<file path="src/rtl/reg_bank.sv">
// tiny16 register file: r0 = PC, r1 = link, r6 = GP or stack pointer, r7 = ALU temp.
// Define REG_BANK_SP_EN to make r6 a stack pointer with sp_push/sp_pop ports.
module reg_bank #(
  parameter int               WIDTH     = 16,
  parameter logic [WIDTH-1:0] RESET_PC  = 16'h0000,
  parameter logic [WIDTH-1:0] STACK_TOP = 16'hFFFF
) (
  input  logic             clk,
  input  logic             rst,
`ifdef REG_BANK_SP_EN
  input  logic             sp_push,
  input  logic             sp_pop,
`endif
  input  logic [WIDTH-1:0] bus_in,
  input  logic [2:0]       reg_src_sel,
  input  logic [2:0]       reg_dst_sel,
  input  logic             reg_in_en,
  input  logic             reg_out_en,
  input  logic             reg_pc_inc,
  output logic [WIDTH-1:0] bus_out,
  output logic             bus_out_valid,
  output logic [WIDTH-1:0] alu_a,
  output logic [WIDTH-1:0] alu_b,
  output logic [WIDTH-1:0] pc
);

  localparam int               NREGS = 8;
  localparam logic [WIDTH-1:0] ONE   = WIDTH'(1);
`ifdef REG_BANK_SP_EN
  localparam bit SP_EN = 1'b1;
`else
  localparam bit SP_EN = 1'b0;
`endif
  localparam logic [WIDTH-1:0] R6_RESET = SP_EN ? STACK_TOP : '0;

  logic [WIDTH-1:0] regs_q [NREGS];
  logic [WIDTH-1:0] src_val;
  logic [WIDTH-1:0] dst_val;
  logic [WIDTH-1:0] wr_data;
  logic             sp_inc;
  logic             sp_dec;

  logic [WIDTH-1:0] bus_out_reg;
  logic             bus_out_valid_reg;
  logic [WIDTH-1:0] alu_a_reg;
  logic [WIDTH-1:0] alu_b_reg;

`ifdef REG_BANK_SP_EN
  // Simultaneous push and pop cancel out.
  assign sp_inc = sp_pop & ~sp_push;
  assign sp_dec = sp_push & ~sp_pop;
`else
  assign sp_inc = 1'b0;
  assign sp_dec = 1'b0;
`endif

  assign src_val = regs_q[reg_src_sel];
  assign dst_val = regs_q[reg_dst_sel];
  // With the read port enabled, a write becomes a reg-to-reg move and bus_in is ignored.
  assign wr_data = reg_out_en ? src_val : bus_in;

  genvar gi;
  generate
    for (gi = 0; gi < NREGS; gi++) begin : g_reg
      localparam logic [WIDTH-1:0] RST_VAL =
        (gi == 0) ? RESET_PC : ((gi == 6) ? R6_RESET : '0);

      logic [WIDTH-1:0] r_reg;
      logic [WIDTH-1:0] r_next;
      logic             hit;

      assign hit        = reg_in_en && (reg_dst_sel == 3'(gi));
      assign regs_q[gi] = r_reg;

      if (gi == 0) begin : g_pc
        always_comb begin
          r_next = r_reg;
          if (hit)
            r_next = wr_data;
          else if (reg_pc_inc)
            r_next = r_reg + ONE;
        end
      end else if (gi == 6) begin : g_sp
        always_comb begin
          r_next = r_reg;
          if (hit)
            r_next = wr_data;
          else if (sp_dec)
            r_next = r_reg - ONE;
          else if (sp_inc)
            r_next = r_reg + ONE;
        end
      end else begin : g_gp
        always_comb begin
          r_next = r_reg;
          if (hit)
            r_next = wr_data;
        end
      end

      always_ff @(posedge clk) begin
        if (rst)
          r_reg <= RST_VAL;
        else
          r_reg <= r_next;
      end
    end
  endgenerate

  // Output snapshots use pre-edge register contents; no write forwarding.
  always_ff @(posedge clk) begin
    if (rst) begin
      bus_out_reg       <= '0;
      bus_out_valid_reg <= 1'b0;
      alu_a_reg         <= '0;
      alu_b_reg         <= '0;
    end else begin
      bus_out_reg       <= reg_out_en ? src_val : '0;
      bus_out_valid_reg <= reg_out_en;
      alu_a_reg         <= dst_val;
      alu_b_reg         <= src_val;
    end
  end

  assign bus_out       = bus_out_reg;
  assign bus_out_valid = bus_out_valid_reg;
  assign alu_a         = alu_a_reg;
  assign alu_b         = alu_b_reg;
  assign pc            = regs_q[0];

endmodule

</file>
<file path="config.mk">
export PLATFORM = sky130hd
export DESIGN_NAME = reg_bank
export DESIGN_NICKNAME = d
export VERILOG_FILES = /design/src/rtl/reg_bank.sv
export SDC_FILE = /design/constraint.sdc
export NUM_CORES = 1
export LEC_CHECK = 0
export ABC_AREA = 1
export BUFFER_PORTS_ARGS = -buffer_cell sky130_fd_sc_hd__buf_2
export CORE_MARGIN = 2
export CORE_UTILIZATION = 45
export CTS_BUF_LIST = sky130_fd_sc_hd__clkbuf_2
export DETAILED_ROUTE_END_ITERATION = 6
export GPL_ROUTABILITY_DRIVEN = 0
export GPL_TIMING_DRIVEN = 0
export PLACE_DENSITY_LB_ADDON = 0.15
export SYNTH_ARGS = -nofsm -noshare
export SYNTH_HDL_FRONTEND = slang
export SYNTH_SLANG_ARGS = --single-unit
</file>
<file path="constraint.sdc">
create_clock -name clk -period 1.4 [get_ports clk]
set_input_delay 0.35 -clock clk [delete_from_list [all_inputs] [get_ports clk]]
set_output_delay 0.35 -clock clk [all_outputs]
set_load 0.05 [all_outputs]
</file>
==> results.yml <==
status:
  status: "complete, but fails checks"
  violations: "design-rule violations, negative setup slack"
critical_path:
  start_kind: "flip-flop"
  cp.required_ns: 1.05
  r2r_cells: 10
  critical-path-top-delay-family: "flip-flops"
  r2r-start: "pc[1]"
  cp.buffers_inverters: 1
  path_depth: 1
  critical_path_class: "reg -> out"
  slowest_stage: "dfxtp_4"
  cp.arrival_ns: 1.44
  worstSetupEndpointType: "output pin"
  critical_path.max_fanout: 2
  crit_start: "pc[11]"
  path_cells: "buf_8"
  ff2ff_setup_slack_ns: -0.23
  timing.critical_path.slowest_cell_delay_ns: 0.44
route:
  viasPerCell: 5.839
  drt_iter0_markers: 1681
  wirelength_mm: 41.44
  vias: 11007
  ant_nets: 0
  firstDrtPassIters: 7
  drc: 1
  wl_per_cell_um: 21.98
final_layout:
  multi_input_area_um2: 5589
  finish.utilization: 0.6297
  area_growth_pct: 37.73
  seqCellArea_um2: 3680
  drive_gt1_frac: 0.3309
  largest_reg_flops: 112
  nets: 1629
  nFillCells: 1765
sta:
  finalCritPeriodShare: 1.276
  finalCriticalPeriod_ns: 1.787
  max_freq_mhz: 559.7
  worstMarginPinSlew_ns: 1.146
  slew_headroom: 0.2361
  worst_clock_skew_ns: 0.04070
  setup_viol: 139
  setup_ws_ns: -0.3867
  hold_viol: 0
  slew_viol_final: 0
  holdWs_ns: 0.06492
  rsz0062_at_grt: "yes"
clocking:
  insertion_delay_ns: 0.85
  cts_buffers: 17
  cts_tree: "built"
  cts.sinks: 177
  path_clk_slew_ns: 0.31
  htreeDepth: 4
  cts-root-buf: "clkbuf_2"
  clk_path_buf_depth: 2
yosys:
  ys.flop_type: "dfxtp_1"
  synthArstFlopShare: 0
  ys_types: 35
  postSynthCellCount: 1428
  synth_top_area_share: 0.3843
  synthTopCellsByCount: "nand2_1, inv_1, dfxtp_1, nand3_1, a21oi_1"
  netlist_area_um2: 9221
  yosysMostFrequentCell: "nand2_1"
  seq_area_frac_synth: 0.3843
  synth_seq_cells: 177
  yosysWarnings: 0
  syn_area_per_cell_um2: 6.458
  syn_nets: 1456
  synth_edf_count: 0
  yosys.area.top_type: "dfxtp_1"
  synth_area_leaders: "dfxtp_1, nand2_1, inv_1"
global_route:
  grt_usage: 0.3599
  overflow: 0
  grt_pass1_vias: 9918
  antenna_found_initial: 1
  grt_pass1_wl_mm: 58.50
  grt_max_degree: 19
power:
  vdd_drop_max_mv: 0.5166
  power_density_nw_per_um2: 878.8
  power_leakage_nw: 5.758
floorplan:
  initial_core_util: 0.4572
  die_area_um2: 21650
  die_w_um: 147.2
  die_h_um: 147.2
  num_io_pins: 92
  num_rows: 52
  coreArea_um2: 20170
min_path:
  whs_path_depth: 4
  worstHoldStart: "reg_src_sel[2]"
  hold_path.class: "in -> reg"
run:
  maxCapViolCount: 0
place:
  io_buffers: 87
  dp_hpwl_mm: 27.09
  place_ws_ns: -0.8406
## timing repair
action                                 CTS  global route
endpoints found under the hold margin   19             0
setup endpoints to repair              109           202
pin swaps                               31            93
gates cloned                             2             7
resized for setup                      284           217
setup buffers                           29            24
hold buffers                            10             0
## logic make-up after synthesis
| family | synth area share |
|---|---|
| DFF | 0.3843 |
| and+or+nand+nor | 0.3042 |
| AOI/OAI and AO/OA | 0.1708 |
| adders and majority gates | 0.001357 |
| buffers and inverters | 0.1355 |
| xor gates and xnor gates | 0.003800 |
## per-stage QoR
step	total power [mW]	TNS, ns	cell area [um2]	instances
6_report	11.16	-27.88	12700	1885
5_1_grt	11.42	-33.52	12700	1885
4_1_cts	10.67	-27.67	11700	1858
3_5_place_dp	7.519	-116.02	10270	1785
3_3_place_gp	7.504	-114.22	10270	1785
2_1_floorplan	6.829	-1.672	9498	1428
## layer usage
layer	GRT usage	part of all wire
met3	0.08106	0.14
met2	0.5329	0.42
met5	0	0
met4	0.1837	0.056
met1	0.4920	0.38
## cell usage in the layout, fill, tap and decap left out, types with 11 or more instances in the layout
master and count:
nand2_1 289, inv_1 210, a21oi_1 122, nor2_1 111, dfxtp_1 100, nand3_2 84, nand3_1 64, dfxtp_2 61
buf_6 52, buf_2 51, buf_8 42, o211ai_1 35, nand2_2 32, buf_4 28, o21ai_1 27, clkbuf_1 27
o21ai_0 26, inv_2 24, nand2_4 22, clkbuf_2 22, dfxtp_4 16, nor2_4 15, o2111ai_1 14, a21oi_2 12
nand3_4 12, nor2_2 11, o22ai_1 11
## final timing paths
kind,endpoint
setup / recovery,pc[11]
hold / removal,alu_b[14]
setup reg to reg,pc[11]
hold reg to reg,g_reg[2].r_reg[7]
## power breakdown
group	internal [mW]	switching (mW)	total, mW
logic	0.865	1.95	2.81
clock network	0.748	2.21	2.96
registers	5.26	0.126	5.39
## cell type report
type / count / area share
clock inverters: 15 / 0.01310
diodes: 1 / 0.0001970
multi-input cells: 944 / 0.4401
inverters: 237 / 0.07044
repair buffers: 145 / 0.1206
flip-flops and latches: 177 / 0.2897
well taps: 270 / 0.02660
plain buffers: 79 / 0.03261
clock buffers: 17 / 0.006699
No activity file was read; power rests on OpenSTA's default activity.
